[src/rtl/i2c_xfer_sequencer.sv]
// Turns one EEPROM-style transfer descriptor into the byte command chain of the i2c_master core.
// Optional ACK polling on the device-write address: define I2C_ACK_RETRY_EN.
module i2c_xfer_sequencer #(
    parameter int ADDR_BYTES = 2,
    parameter int LEN_W      = 4,
    parameter int MAX_RETRY  = 3
) (
    input  logic             clk,
    input  logic             rst_n,
    input  logic             req_valid,
    output logic             req_ready,
    input  logic             req_rw,
    input  logic [7:0]       req_dev_addr,
    input  logic [15:0]      req_mem_addr,
    input  logic [LEN_W-1:0] req_len,
    input  logic [7:0]       wdata,
    output logic             wdata_ready,
    output logic [7:0]       rdata,
    output logic             rdata_valid,
    output logic             xfer_done,
    output logic             xfer_err,
    output logic             cmd_valid,
    input  logic             cmd_ready,
    output logic             cmd_start,
    output logic             cmd_stop,
    output logic             cmd_rd,
    output logic             cmd_nack,
    output logic [7:0]       cmd_wdata,
    input  logic             core_done,
    input  logic             core_ack,
    input  logic [7:0]       core_rdata
);
    localparam logic [2:0] S_IDLE  = 3'd0;
    localparam logic [2:0] S_DEV_W = 3'd1;
    localparam logic [2:0] S_MADDR = 3'd2;
    localparam logic [2:0] S_WDATA = 3'd3;
    localparam logic [2:0] S_DEV_R = 3'd4;
    localparam logic [2:0] S_RDATA = 3'd5;
    localparam logic [2:0] S_STOP  = 3'd6;
    localparam logic [2:0] S_FIN   = 3'd7;

    localparam int RETRY_W = (MAX_RETRY > 0) ? $clog2(MAX_RETRY + 1) : 1;
`ifdef I2C_ACK_RETRY_EN
    localparam int RETRY_LIMIT = MAX_RETRY;
`else
    localparam int RETRY_LIMIT = 0;
`endif

    logic [2:0]         state_q, state_d;
    logic               busy_q, busy_d;
    logic               cmd_valid_q, cmd_valid_d;
    logic               cmd_start_q, cmd_start_d;
    logic               cmd_stop_q, cmd_stop_d;
    logic               cmd_rd_q, cmd_rd_d;
    logic               cmd_nack_q, cmd_nack_d;
    logic [7:0]         cmd_byte_q, cmd_byte_d;
    logic               rw_q, rw_d;
    logic [6:0]         dev_q, dev_d;
    logic [15:0]        mem_q, mem_d;
    logic [LEN_W-1:0]   cnt_q, cnt_d;
    logic               abyte_q, abyte_d;
    logic               err_q, err_d;
    logic [RETRY_W-1:0] retry_q, retry_d;
    logic               retry_pend_q, retry_pend_d;
    logic [7:0]         rdata_q, rdata_d;
    logic               rdata_valid_q, rdata_valid_d;
    logic               launch;
    logic               last_d;
    logic               unused_dev_bit;

    assign unused_dev_bit = req_dev_addr[0];
    assign last_d = (cnt_d == LEN_W'(1));

    always_comb begin
        state_d       = state_q;
        busy_d        = busy_q;
        cmd_valid_d   = cmd_valid_q;
        cmd_start_d   = cmd_start_q;
        cmd_stop_d    = cmd_stop_q;
        cmd_rd_d      = cmd_rd_q;
        cmd_nack_d    = cmd_nack_q;
        cmd_byte_d    = cmd_byte_q;
        rw_d          = rw_q;
        dev_d         = dev_q;
        mem_d         = mem_q;
        cnt_d         = cnt_q;
        abyte_d       = abyte_q;
        err_d         = err_q;
        retry_d       = retry_q;
        retry_pend_d  = retry_pend_q;
        rdata_d       = rdata_q;
        rdata_valid_d = 1'b0;
        launch        = 1'b0;
        case (state_q)
            S_IDLE: begin
                if (req_valid) begin
                    rw_d         = req_rw;
                    dev_d        = req_dev_addr[7:1];
                    mem_d        = req_mem_addr;
                    cnt_d        = (req_len == '0) ? LEN_W'(1) : req_len;
                    abyte_d      = 1'b0;
                    err_d        = 1'b0;
                    retry_d      = '0;
                    retry_pend_d = 1'b0;
                    state_d      = S_DEV_W;
                end
            end
            S_FIN: state_d = S_IDLE;
            default: begin
                if (cmd_valid_q) begin
                    if (cmd_ready) begin
                        cmd_valid_d = 1'b0;
                        busy_d      = 1'b1;
                    end
                end else if (busy_q) begin
                    // The next command is loaded on the same edge that retires the current one.
                    if (core_done) begin
                        busy_d = 1'b0;
                        launch = 1'b1;
                        case (state_q)
                            S_DEV_W: begin
                                if (core_ack) begin
                                    state_d = S_MADDR;
                                end else begin
                                    state_d = S_STOP;
                                    if (int'(retry_q) < RETRY_LIMIT) begin
                                        retry_d      = retry_q + RETRY_W'(1);
                                        retry_pend_d = 1'b1;
                                    end else begin
                                        err_d = 1'b1;
                                    end
                                end
                            end
                            S_MADDR: begin
                                if (!core_ack) begin
                                    err_d   = 1'b1;
                                    state_d = S_STOP;
                                end else if ((ADDR_BYTES == 1) || abyte_q) begin
                                    abyte_d = 1'b0;
                                    state_d = rw_q ? S_DEV_R : S_WDATA;
                                end else begin
                                    abyte_d = 1'b1;
                                end
                            end
                            S_WDATA: begin
                                if (!core_ack) begin
                                    err_d   = 1'b1;
                                    state_d = S_STOP;
                                end else if (cnt_q == LEN_W'(1)) begin
                                    state_d = S_FIN;
                                end else begin
                                    cnt_d = cnt_q - LEN_W'(1);
                                end
                            end
                            S_DEV_R: begin
                                if (core_ack) begin
                                    state_d = S_RDATA;
                                end else begin
                                    err_d   = 1'b1;
                                    state_d = S_STOP;
                                end
                            end
                            S_RDATA: begin
                                rdata_valid_d = 1'b1;
                                rdata_d       = core_rdata;
                                if (cnt_q == LEN_W'(1)) begin
                                    state_d = S_FIN;
                                end else begin
                                    cnt_d = cnt_q - LEN_W'(1);
                                end
                            end
                            S_STOP: begin
                                retry_pend_d = 1'b0;
                                state_d      = retry_pend_q ? S_DEV_W : S_FIN;
                            end
                            default: state_d = S_FIN;
                        endcase
                    end
                end else begin
                    launch = 1'b1;
                end
            end
        endcase

        if (launch && (state_d != S_FIN)) begin
            cmd_valid_d = 1'b1;
            cmd_start_d = (state_d == S_DEV_W) || (state_d == S_DEV_R);
            cmd_rd_d    = (state_d == S_RDATA);
            cmd_stop_d  = (state_d == S_STOP) ||
                          (((state_d == S_WDATA) || (state_d == S_RDATA)) && last_d);
            cmd_nack_d  = (state_d == S_RDATA) && last_d;
            case (state_d)
                S_DEV_W: cmd_byte_d = {dev_q, 1'b0};
                S_MADDR: cmd_byte_d = ((ADDR_BYTES > 1) && !abyte_d) ? mem_q[15:8] : mem_q[7:0];
                S_DEV_R: cmd_byte_d = {dev_q, 1'b1};
                default: cmd_byte_d = 8'h00;
            endcase
        end
    end

    always_ff @(posedge clk) begin
        if (!rst_n) begin
            state_q       <= S_IDLE;
            busy_q        <= 1'b0;
            cmd_valid_q   <= 1'b0;
            cmd_start_q   <= 1'b0;
            cmd_stop_q    <= 1'b0;
            cmd_rd_q      <= 1'b0;
            cmd_nack_q    <= 1'b0;
            cmd_byte_q    <= 8'h00;
            rw_q          <= 1'b0;
            dev_q         <= 7'h00;
            mem_q         <= 16'h0000;
            cnt_q         <= '0;
            abyte_q       <= 1'b0;
            err_q         <= 1'b0;
            retry_q       <= '0;
            retry_pend_q  <= 1'b0;
            rdata_q       <= 8'h00;
            rdata_valid_q <= 1'b0;
        end else begin
            state_q       <= state_d;
            busy_q        <= busy_d;
            cmd_valid_q   <= cmd_valid_d;
            cmd_start_q   <= cmd_start_d;
            cmd_stop_q    <= cmd_stop_d;
            cmd_rd_q      <= cmd_rd_d;
            cmd_nack_q    <= cmd_nack_d;
            cmd_byte_q    <= cmd_byte_d;
            rw_q          <= rw_d;
            dev_q         <= dev_d;
            mem_q         <= mem_d;
            cnt_q         <= cnt_d;
            abyte_q       <= abyte_d;
            err_q         <= err_d;
            retry_q       <= retry_d;
            retry_pend_q  <= retry_pend_d;
            rdata_q       <= rdata_d;
            rdata_valid_q <= rdata_valid_d;
        end
    end

    assign req_ready   = (state_q == S_IDLE);
    assign cmd_valid   = cmd_valid_q;
    assign cmd_start   = cmd_start_q;
    assign cmd_stop    = cmd_stop_q;
    assign cmd_rd      = cmd_rd_q;
    assign cmd_nack    = cmd_nack_q;
    // Write data is taken live from the requester so the consumed byte is the one presented at the handshake.
    assign cmd_wdata   = (state_q == S_WDATA) ? wdata : cmd_byte_q;
    assign wdata_ready = (state_q == S_WDATA) && cmd_valid_q && cmd_ready;
    assign rdata       = rdata_q;
    assign rdata_valid = rdata_valid_q;
    assign xfer_done   = (state_q == S_FIN);
    assign xfer_err    = (state_q == S_FIN) && err_q;

endmodule

[config.mk]
export PLATFORM = sky130hd
export DESIGN_NAME = i2c_xfer_sequencer
export DESIGN_NICKNAME = d
export VERILOG_FILES = /design/src/rtl/i2c_xfer_sequencer.sv
export SDC_FILE = /design/constraint.sdc
export NUM_CORES = 1
export LEC_CHECK = 0
export CAP_MARGIN = 20
export CORE_ASPECT_RATIO = 0.8
export CORE_MARGIN = 8
export CORE_UTILIZATION = 40
export CTS_CLUSTER_DIAMETER = 200
export DETAILED_ROUTE_END_ITERATION = 10
export DONT_BUFFER_PORTS = 1
export PLACE_DENSITY = 0.61
export REMOVE_ABC_BUFFERS = 1
export SETUP_SLACK_MARGIN = 0.1
export SYNTH_ARGS = -nofsm -noshare
export SYNTH_HDL_FRONTEND = slang
export SYNTH_SLANG_ARGS = --single-unit
export TNS_END_PERCENT = 30
[constraint.sdc]
create_clock -name clk -period 2.8 [get_ports clk]
set_input_delay 0.56 -clock clk [delete_from_list [all_inputs] [get_ports clk]]
set_output_delay 0.56 -clock clk [all_outputs]
set_load 0.05 [all_outputs]
* After elaboration in Yosys (flattened, before gate mapping)
Cells that the tools add are included.
W data, S select, Z words.
** Storage, ports and cells
- Bits of input ports :: 51
- Word-level logic and storage cells :: 127
- Flip-flop bits (word level) :: 57
** Cells by class
- Equal/unequal tests :: 21
- Reductions and logical operators :: 23
- Mux-type cells :: 59
- Add/subtract/negate cells :: 1
- Bitwise logic cells :: 6
** Operator list (count)
- $mux W3 :: 11
- $mux W1 :: 30
- $mux W4 :: 7
- $pmux W8 S3 :: 1
- $eq A3 B3 Y1 const B :: 7
- $pmux W3 S6 :: 1
- $mux W8 :: 2
- $pmux W4 S2 :: 2
- $eq A3 B2 Y1 const B :: 4
- $eq A4 B1 Y1 const B :: 2
- $ne A2 B2 Y1 const B :: 4
- $reduce_bool A2 Y1 :: 4
- $reduce_and A7 Y1 :: 1
- $eq A3 B1 Y1 const B :: 2
- $logic_and A1 B1 Y1 :: 6
- $not A1 Y1 :: 6
- $pmux W1 S2 :: 3
- $pmux W3 S2 :: 1
- $reduce_and A6 Y1 :: 1
- $reduce_or A6 Y1 :: 1
- $reduce_and A5 Y1 :: 1
- $logic_not A4 Y1 :: 1
- $reduce_and A2 Y1 :: 2
- $reduce_or A4 Y1 :: 1
- 7 further kinds :: 9

* Depth between registers and ports, before layout
Gate-level depths: netlist of run 1.
- Depth after elaboration :: 12
- Depth in mapped cells :: 10
- Gate-level depth less buffers :: 9

* Worst setup path before layout of run 1
No wires, ideal clock.
- Path type :: register to register
- From :: reg cmd_valid_q (netlist: cmd_valid)
- To :: reg cmd_byte_q[7]
- Cell stages (with the launch flop) :: 9
- Path buffers :: 1
- Data arrival time :: 2.124 ns
- Slack :: 0.610 ns
- Required time :: 2.734 ns
- Cell sequence :: dfxtp_1 nand3b_1 nor4_1 a311oi_2 and2_4 and3_1 buf_2 a22oi_2 a21oi_2
** On the way
- Longest elaborated chain between the ends :: 4
- Elaborated cells on any way between the ends :: 13
- Classes of those cells :: eq/ne: 4; mux: 8; reduce/logical: 1
** RTL lines
- from (decl) :: line 51 : logic cmd_valid_q, cmd_valid_d;
- from (signal assigned) :: line 224 : cmd_valid_q <= cmd_valid_d;
- $mux W3 / $mux W1 (equally long branches) :: line 110 : if (cmd_valid_q) begin
- $pmux W3 S2 / $pmux W1 S2 (equally long branches) :: line 94 : case (state_q)
- $eq A3 B3 Y1, or another cell as far along :: line 192 : case (state_d)
- $pmux W8 S3 / $logic_and A1 B1 Y1 (equally long branches) :: line 192, 185
- to (signal assigned) :: line 229 : cmd_byte_q <= cmd_byte_d;
- to (decl) :: line 56 : logic [7:0] cmd_byte_q, cmd_byte_d;
Parallel ways exist; a longest one is shown, timed or not.
A chain may end at the register's enable or synchronous reset.

* Final worst setup path of run 1
- From :: reg state_q[1]
- To :: reg cmd_byte_q[0]
** On the way
- Elaborated cells on any way between the ends :: 32
- Classes of those cells :: eq/ne: 11; mux: 18; reduce/logical: 3
** RTL lines
- from (decl) :: line 49 : logic [2:0] state_q, state_d;
- from (signal assigned) :: line 222 : state_q <= state_d;
- $logic_not A3 Y1 *
- via req_ready :: line 11 : output logic req_ready,
- $pmux W3 S2, or another cell as far along :: line 94
- $eq A3 B3 Y1, or another cell as far along :: line 192
- $pmux W8 S3 / $logic_and A1 B1 Y1 (equally long branches) :: line 192, 185
The timed path passes the listed nets; every way through them passes the cells marked *.

==> results of run 1 <==
[cell usage in the layout, fill, tap and decap left out, drive strengths merged, types with 2 or more instances in the layout]
master	n
and3	2
clkbuf	6
nand3	5
inv	10
nor2	26
or3	3
ha	2
nor2b	4
o21ai	13
a211oi	3
nand3b	2
o21a	3
mux2i	10
mux2	17
o211ai	4
nor3	6
o221ai	2
and2	4
or2	2
nor3b	2
dfxtp	56
a21oi	42
and3b	2
nand2	64
nand2b	2
o22ai	6
and2b	2
buf	12
nor4	3
a22oi	7
[worst reg2reg max path, delay by kind of cell, from the launching register on]
kind / cells / cell delay, ns
muxes: 2 / 0.71
buffers and inverters: 1 / 0.25
AOI/OAI and AO/OA: 2 / 0.28
DFF: 1 / 0.42
and+or+nand+nor: 3 / 0.67
[cell type report]
class / instances / share of cell area [%]
clock inverter: 2 / 0.442
clock buffer: 6 / 2.65
timing repair buffer: 12 / 2.89
sequential: 56 / 36.0
inverter: 9 / 1.16
tap: 90 / 3.61
multi-input combinational: 253 / 53.3
[registers in the layout (all words and copies together), names as in the netlist, 3 cells and up]
register	cells
cmd_byte_q	8
cnt_q	4
dev_q	7
mem_q	16
state_q	3
rdata	8
[layer usage]
metal  GRT usage, %  vias up  share of wire, %
li1               -     1191                 -
met1           17.6     1103                46
met5              0        -                 0
met2           23.4       66                47
met4           4.77        0               1.6
met3           4.10        7               5.5
[power groups by stage]
stage / Clock, uW / Sequential [uW] / Combinational, uW
2_1_floorplan: 0 / 903 / 219
3_3_place_gp: 0 / 901 / 280
3_5_place_dp: 0 / 902 / 283
4_1_cts: 491 / 884 / 284
5_1_grt: 530 / 891 / 311
6_report: 474 / 884 / 281
[worst max-delay path by stage]
stage | start | endpoint | slack, ns | cells past startpoint
5_1_grt | cnt_q[1] | cmd_byte_q[3] | 0.12 | 9
6_report | state_q[1] | cmd_byte_q[0] | 0.33 | 8
3_5_place_dp | state_q[1] | cmd_byte_q[0] | 0.35 | 8
4_1_cts | state_q[1] | cmd_byte_q[0] | 0.33 | 8
2_1_floorplan | state_q[0] | cmd_stop | 0.38 | 7
3_3_place_gp | state_q[1] | cmd_byte_q[0] | 0.39 | 8
[cell families after synthesis]
logic type                 after synthesis  synth area share (%)
buffers and inverters                   29                  5.33
AOI/OAI and AO/OA                       92                  23.7
adders and majority gates                2                 0.853
and+or+nand+nor                        132                  21.9
DFF                                     56                  38.2
muxes                                   27                  9.94
[through the flow]
step	util (%)	total power [uW]	area, um2	hold WS [ns]
2_1_floorplan	-	1120	2810	0.432
3_3_place_gp	41.6	1180	3020	0.442
3_5_place_dp	41.6	1190	3020	0.445
4_1_cts	43.0	1660	3120	0.359
5_1_grt	43.0	1730	3120	0.354
6_report	43.0	1640	3120	0.371
==> flow_results.xml, run 1 <==
<?xml version="1.0" encoding="UTF-8"?>
<metrics>
  <group name="outcome">
    <metric name="run_status" unit="">finished clean</metric>
  </group>
  <group name="logic_synthesis">
    <metric name="async_flop_share" unit="%">0</metric>
    <metric name="syn-mean-instance-area" unit="um2">8.68</metric>
    <metric name="ys_types" unit="">63</metric>
    <metric name="synth.cell_area" unit="um2">2930</metric>
    <metric name="yosys_most_used_dff" unit="">dfxtp_1</metric>
    <metric name="synth.ff_latch_count" unit="">56</metric>
    <metric name="synth.cells.most_frequent" unit="">nand2_1, dfxtp_1, a21oi_1</metric>
    <metric name="cell_with_the_most_instances_after_synthesis" unit="">nand2_1</metric>
    <metric name="synth_top_cell_area_share" unit="%">38.2</metric>
    <metric name="yosysTopAreaCell" unit="">dfxtp_1</metric>
    <metric name="synth_cells" unit="">338</metric>
    <metric name="synthTopCellsByArea" unit="">dfxtp_1, nand2_1, mux2_2, a21oi_1, mux2i_1</metric>
    <metric name="post_synth_edffs" unit="">0</metric>
    <metric name="synth_warnings" unit="">0</metric>
    <metric name="synth_sequential_area_ratio" unit="%">38.2</metric>
  </group>
  <group name="route">
    <metric name="route.detailed.drc" unit="">0</metric>
    <metric name="drt-vias-per-instance" unit="">5.53</metric>
    <metric name="drt-pass1-iter-count" unit="">5</metric>
    <metric name="detail_route.wl_per_cell" unit="um">16.8</metric>
    <metric name="route.antenna.remaining_nets" unit="">0</metric>
    <metric name="dr.first_iter.drc_count" unit="">94</metric>
    <metric name="route.final.wire_length" unit="um">7180</metric>
    <metric name="via_count" unit="">2367</metric>
  </group>
  <group name="timing">
    <metric name="minimum_clock_period_after_layout" unit="ns">2.47</metric>
    <metric name="drv_slew" unit="">0</metric>
    <metric name="final_clock_period_utilization_by_the_worst_path" unit="%">88.2</metric>
    <metric name="grt_setup_unrepaired" unit="">no</metric>
    <metric name="achievable-frequency" unit="MHz">405</metric>
    <metric name="maxSlewHeadroom" unit="%">62.2</metric>
    <metric name="setup_tns" unit="ns">0</metric>
    <metric name="setup_slack" unit="ns">0.332</metric>
    <metric name="final_hold_fails" unit="">0</metric>
    <metric name="clock-skew-final" unit="ns">0.00695</metric>
    <metric name="setup_violations" unit="">0</metric>
    <metric name="transition_time_at_the_pin_with_the_least_slew_margin" unit="ns">0.566</metric>
  </group>
  <group name="setup_path">
    <metric name="critical_path_buf_inv_count" unit="">1</metric>
    <metric name="crit_path_end_kind" unit="">flip-flop</metric>
    <metric name="required" unit="ns">2.97</metric>
    <metric name="cpLargestDelayFamily" unit="">multiplexers</metric>
    <metric name="crit_slowest_cell" unit="">or3_1</metric>
    <metric name="reg2reg_slack" unit="ns">0.33</metric>
    <metric name="cp_slowest_stage_delay" unit="ns">0.50</metric>
    <metric name="critPathKind" unit="">reg2reg</metric>
    <metric name="timing.critical_path.cells" unit="">or3_1, inv_4, nand2_4, nand2_1, mux2_2, mux2_1, a31oi_1, o22ai_1</metric>
    <metric name="worstReg2RegEnd" unit="">cmd_byte_q[0]</metric>
    <metric name="r2r-start" unit="">state_q[1]</metric>
    <metric name="worst-endpoint-arrival" unit="ns">2.64</metric>
    <metric name="critical_path_peak_fanout" unit="">10</metric>
    <metric name="startpoint_type" unit="">flip-flop</metric>
    <metric name="timing.reg2reg.worst_path_depth" unit="">8</metric>
  </group>
  <group name="worst_hold_path">
    <metric name="min_path_cells" unit="">2</metric>
    <metric name="whs_endpoint" unit="">mem_q[9]</metric>
    <metric name="hold_path.startpoint" unit="">req_mem_addr[9]</metric>
    <metric name="hp-class" unit="">in2reg</metric>
  </group>
  <group name="power">
    <metric name="p_leak" unit="uW">0.00112</metric>
    <metric name="switching_share" unit="%">30.6</metric>
    <metric name="cell_internal_pwr" unit="uW">1140</metric>
    <metric name="seqPwrFrac" unit="%">53.9</metric>
    <metric name="comb_power_share" unit="%">17.2</metric>
    <metric name="power.clock.fraction" unit="%">28.9</metric>
    <metric name="power.net_switching" unit="uW">501</metric>
    <metric name="power.ir.vdd_worst" unit="V">0.000278</metric>
    <metric name="power_density" unit="nW/um2">526</metric>
  </group>
  <group name="clock_network">
    <metric name="clk_latency" unit="ns">0.31</metric>
    <metric name="cts_htree_levels" unit="">2</metric>
    <metric name="numCtsBuffers" unit="">5</metric>
    <metric name="clock_path_buffers" unit="">2</metric>
    <metric name="clock_root_cell" unit="">clkbuf_8</metric>
    <metric name="post_cts_hold_buffer_count" unit="">0</metric>
    <metric name="numClockSinks" unit="">56</metric>
    <metric name="post_cts_clock_slew_at_the_launch_and_capture_registers_of_the_worst_setup_and_hold_paths" unit="ns">0.10</metric>
    <metric name="tritoncts" unit="">built</metric>
    <metric name="post_cts_resized" unit="">0</metric>
    <metric name="postCtsSetupBuffers" unit="">0</metric>
  </group>
  <group name="flow_run">
    <metric name="maxCapViolations" unit="">0</metric>
  </group>
  <group name="die">
    <metric name="floorplan.die_area" unit="um2">10300</metric>
    <metric name="fp.dieW" unit="um">112</metric>
    <metric name="num_io_pins" unit="">77</metric>
    <metric name="placeableCoreArea" unit="um2">7250</metric>
    <metric name="initial_core_utilization" unit="%">40.4</metric>
    <metric name="num_rows" unit="">28</metric>
    <metric name="die_y" unit="um">92.6</metric>
  </group>
  <group name="finish">
    <metric name="post_route_cells_drive_above_1_share" unit="%">20.7</metric>
    <metric name="seqCellArea" unit="um2">1120</metric>
    <metric name="area_growth_syn_to_layout" unit="%">6.27</metric>
    <metric name="multiInputGateArea" unit="um2">1660</metric>
    <metric name="finish.net_count" unit="">390</metric>
    <metric name="fillerInstances" unit="">726</metric>
    <metric name="layout.cells.non_filler" unit="">428</metric>
    <metric name="insertedDiodeCount" unit="">0</metric>
  </group>
  <group name="placed_design">
    <metric name="hpwl" unit="um">5280</metric>
    <metric name="placed_cells" unit="">420</metric>
    <metric name="dp_worst_setup_slack" unit="ns">0.346</metric>
    <metric name="gp_congestion" unit="">0.875</metric>
    <metric name="buffer_ports.inserted" unit="">0</metric>
  </group>
  <group name="global_route">
    <metric name="antenna_found_initial" unit="">0</metric>
    <metric name="grt.overflow.total" unit="">0</metric>
    <metric name="vias_in_the_first_global_route" unit="">2305</metric>
    <metric name="grt_first_pass_wirelength" unit="um">11900</metric>
    <metric name="grt_usage" unit="%">14.2</metric>
    <metric name="grt_start_max_net_pins" unit="">32</metric>
  </group>
</metrics>
Power figures use the tool's default switching activity.
==> run 2: changes to the inputs <==
--- a/config.mk
+++ b/config.mk
@@ -6,13 +6,15 @@
 export NUM_CORES = 1
 export LEC_CHECK = 0
 export CAP_MARGIN = 20
+export CELL_PAD_IN_SITES_DETAIL_PLACEMENT = 0
+export CELL_PAD_IN_SITES_GLOBAL_PLACEMENT = 1
 export CORE_ASPECT_RATIO = 0.8
 export CORE_MARGIN = 8
 export CORE_UTILIZATION = 40
 export CTS_CLUSTER_DIAMETER = 200
 export DETAILED_ROUTE_END_ITERATION = 10
 export DONT_BUFFER_PORTS = 1
-export PLACE_DENSITY = 0.61
+export PLACE_DENSITY = 0.76
 export REMOVE_ABC_BUFFERS = 1
 export SETUP_SLACK_MARGIN = 0.1
 export SYNTH_ARGS = -nofsm -noshare
==> flow_results.xml, run 2 (synthesis gave the netlist of run 1 again) <==
<?xml version="1.0" encoding="UTF-8"?>
<metrics>
  <group name="timing">
    <metric name="setup_tns" unit="ns">0</metric>
    <metric name="clock-skew-final" unit="ns">0.00703</metric>
    <metric name="maxSlewHeadroom" unit="%">60.8</metric>
    <metric name="grt_setup_unrepaired" unit="">no</metric>
    <metric name="minimum_clock_period_after_layout" unit="ns">2.46</metric>
    <metric name="final_hold_fails" unit="">0</metric>
    <metric name="setup_violations" unit="">0</metric>
    <metric name="transition_time_at_the_pin_with_the_least_slew_margin" unit="ns">0.587</metric>
    <metric name="drv_slew" unit="">0</metric>
    <metric name="final_clock_period_utilization_by_the_worst_path" unit="%">88.0</metric>
    <metric name="achievable-frequency" unit="MHz">406</metric>
  </group>
  <group name="placed_design">
    <metric name="placed_cells" unit="">423</metric>
    <metric name="gp_congestion" unit="">0.861</metric>
    <metric name="buffer_ports.inserted" unit="">0</metric>
    <metric name="hpwl" unit="um">5420</metric>
  </group>
  <group name="finish">
    <metric name="max_ffs_per_register" unit="">16</metric>
    <metric name="most-common-layout-cells" unit="">nand2_1, dfxtp_1, a21oi_1</metric>
    <metric name="insertedDiodeCount" unit="">0</metric>
    <metric name="layout.cells.non_filler" unit="">431</metric>
    <metric name="finish.net_count" unit="">393</metric>
    <metric name="area_growth_syn_to_layout" unit="%">6.83</metric>
    <metric name="post_route_cells_drive_above_1_share" unit="%">21.4</metric>
    <metric name="fillerInstances" unit="">721</metric>
    <metric name="layout.cells.most_common" unit="">nand2_1</metric>
    <metric name="regMostFlops" unit="">mem_q</metric>
  </group>
  <group name="setup_path">
    <metric name="crit_slowest_cell" unit="">dfxtp_1</metric>
    <metric name="critical_path_peak_fanout" unit="">19</metric>
    <metric name="crit_path_end_kind" unit="">output port</metric>
    <metric name="timing.critical_path.cells" unit="">buf_4, nand3_1, inv_1, buf_4, and2_1, buf_4</metric>
    <metric name="required" unit="ns">2.24</metric>
    <metric name="cp_slowest_stage_delay" unit="ns">0.34</metric>
    <metric name="worst-endpoint-arrival" unit="ns">1.90</metric>
    <metric name="crit_top_cell" unit="">buf_4</metric>
    <metric name="startpoint_type" unit="">flip-flop</metric>
    <metric name="critPathKind" unit="">reg2out</metric>
  </group>
  <group name="clock_network">
    <metric name="cts_htree_levels" unit="">2</metric>
    <metric name="numClockSinks" unit="">56</metric>
    <metric name="clk_latency" unit="ns">0.32</metric>
    <metric name="post_cts_resized" unit="">0</metric>
    <metric name="post_cts_hold_buffer_count" unit="">0</metric>
    <metric name="postCtsSetupBuffers" unit="">0</metric>
    <metric name="post_cts_clock_slew_at_the_launch_and_capture_registers_of_the_worst_setup_and_hold_paths" unit="ns">0.10</metric>
    <metric name="clock_path_buffers" unit="">2</metric>
    <metric name="tritoncts" unit="">built</metric>
    <metric name="numCtsBuffers" unit="">5</metric>
    <metric name="clock_root_cell" unit="">clkbuf_8</metric>
  </group>
  <group name="route">
    <metric name="route.final.wire_length" unit="um">7330</metric>
    <metric name="detail_route.wl_per_cell" unit="um">17.0</metric>
    <metric name="drt-pass1-iter-count" unit="">4</metric>
    <metric name="via_count" unit="">2353</metric>
    <metric name="dr.first_iter.drc_count" unit="">89</metric>
    <metric name="drt-vias-per-instance" unit="">5.46</metric>
    <metric name="route.antenna.remaining_nets" unit="">0</metric>
    <metric name="route.detailed.drc" unit="">0</metric>
  </group>
  <group name="global_route">
    <metric name="grt_usage" unit="%">14.3</metric>
    <metric name="grt_start_max_net_pins" unit="">34</metric>
    <metric name="grt_first_pass_wirelength" unit="um">12000</metric>
    <metric name="vias_in_the_first_global_route" unit="">2360</metric>
    <metric name="antenna_found_initial" unit="">0</metric>
    <metric name="grt.overflow.total" unit="">0</metric>
  </group>
  <group name="die">
    <metric name="fp.dieW" unit="um">112</metric>
    <metric name="placeableCoreArea" unit="um2">7250</metric>
    <metric name="num_rows" unit="">28</metric>
    <metric name="initial_core_utilization" unit="%">40.4</metric>
    <metric name="num_io_pins" unit="">77</metric>
    <metric name="floorplan.die_area" unit="um2">10300</metric>
    <metric name="die_y" unit="um">92.6</metric>
  </group>
  <group name="worst_hold_path">
    <metric name="hp-class" unit="">in2reg</metric>
  </group>
  <group name="outcome">
    <metric name="run_status" unit="">finished clean</metric>
  </group>
  <group name="power">
    <metric name="p_leak" unit="uW">0.00113</metric>
    <metric name="power_density" unit="nW/um2">519</metric>
    <metric name="power.ir.vdd_worst" unit="V">0.000221</metric>
  </group>
  <group name="flow_run">
    <metric name="maxCapViolations" unit="">0</metric>
  </group>
</metrics>
-- run 2: per-stage QoR --
stage | hold WS, ns | setup WS, ns | cell area [um2] | utilization [%] | power [uW]
floorplan | 0.432 | 0.383 | 2810 | - | 1120
global placement | 0.441 | 0.389 | 3040 | 42.0 | 1190
detailed placement | 0.447 | 0.378 | 3040 | 42.0 | 1190
CTS | 0.355 | 0.334 | 3130 | 43.2 | 1640
global route | 0.350 | 0.224 | 3130 | 43.2 | 1710
finish | 0.361 | 0.336 | 3130 | 43.2 | 1630
-- run 2: per-layer routing --
metal	vias up	part of all wire (%)	global-route usage, %
met3	6	6.3	4.23
li1	1195	-	-
met2	61	46	23.1
met5	-	0	0
met1	1091	47	18.3
met4	0	1.0	3.86
-- run 2: final cells by class --
class,count,area (um2),share of cell area [%]
multi-input cells,253,1660,53.0
clock inverters,3,21.3,0.679
inverters,9,36.3,1.16
flip-flops and latches,56,1120,35.8
repair buffers,15,113,3.59
clock buffers,5,68.8,2.20
well taps,90,113,3.59
-- run 2: worst paths after layout --
| kind | cells after the start | slack, ns | endpoint | startpoint |
|---|---|---|---|---|
| hold / removal | 2 | 0.36 | mem_q[7] | req_mem_addr[7] |
| hold reg to reg | 2 | 0.46 | mem_q[7] | mem_q[7] |
| setup / recovery | 6 | 0.34 | xfer_err | state_q[0] |
| setup reg to reg | 8 | 0.37 | cmd_byte_q[0] | state_q[2] |
-- run 2: report_power, final --
| part | switching, uW | internal, uW | leakage, uW |
|---|---|---|---|
| logic | 188 | 97.6 | 0.000626 |
| registers | 43.7 | 840 | 0.000458 |
| clock network | 279 | 178 | 0.0000445 |
-- run 2: critical path: cells and delay by family, from the launching register on --
kind | cells | cell delay (ns)
DFF | 1 | 0.34
and+or+nand+nor | 2 | 0.41
buffers and inverters | 4 | 0.83
==> run 3: changes to the inputs <==
--- a/config.mk
+++ b/config.mk
@@ -5,6 +5,7 @@
 export SDC_FILE = /design/constraint.sdc
 export NUM_CORES = 1
 export LEC_CHECK = 0
+export ABC_CLOCK_PERIOD_IN_PS = 2800
 export CAP_MARGIN = 20
 export CELL_PAD_IN_SITES_DETAIL_PLACEMENT = 0
 export CELL_PAD_IN_SITES_GLOBAL_PLACEMENT = 1
==> results of run 3 <==
Final layout, timing and power as in run 2 (identical DEF).
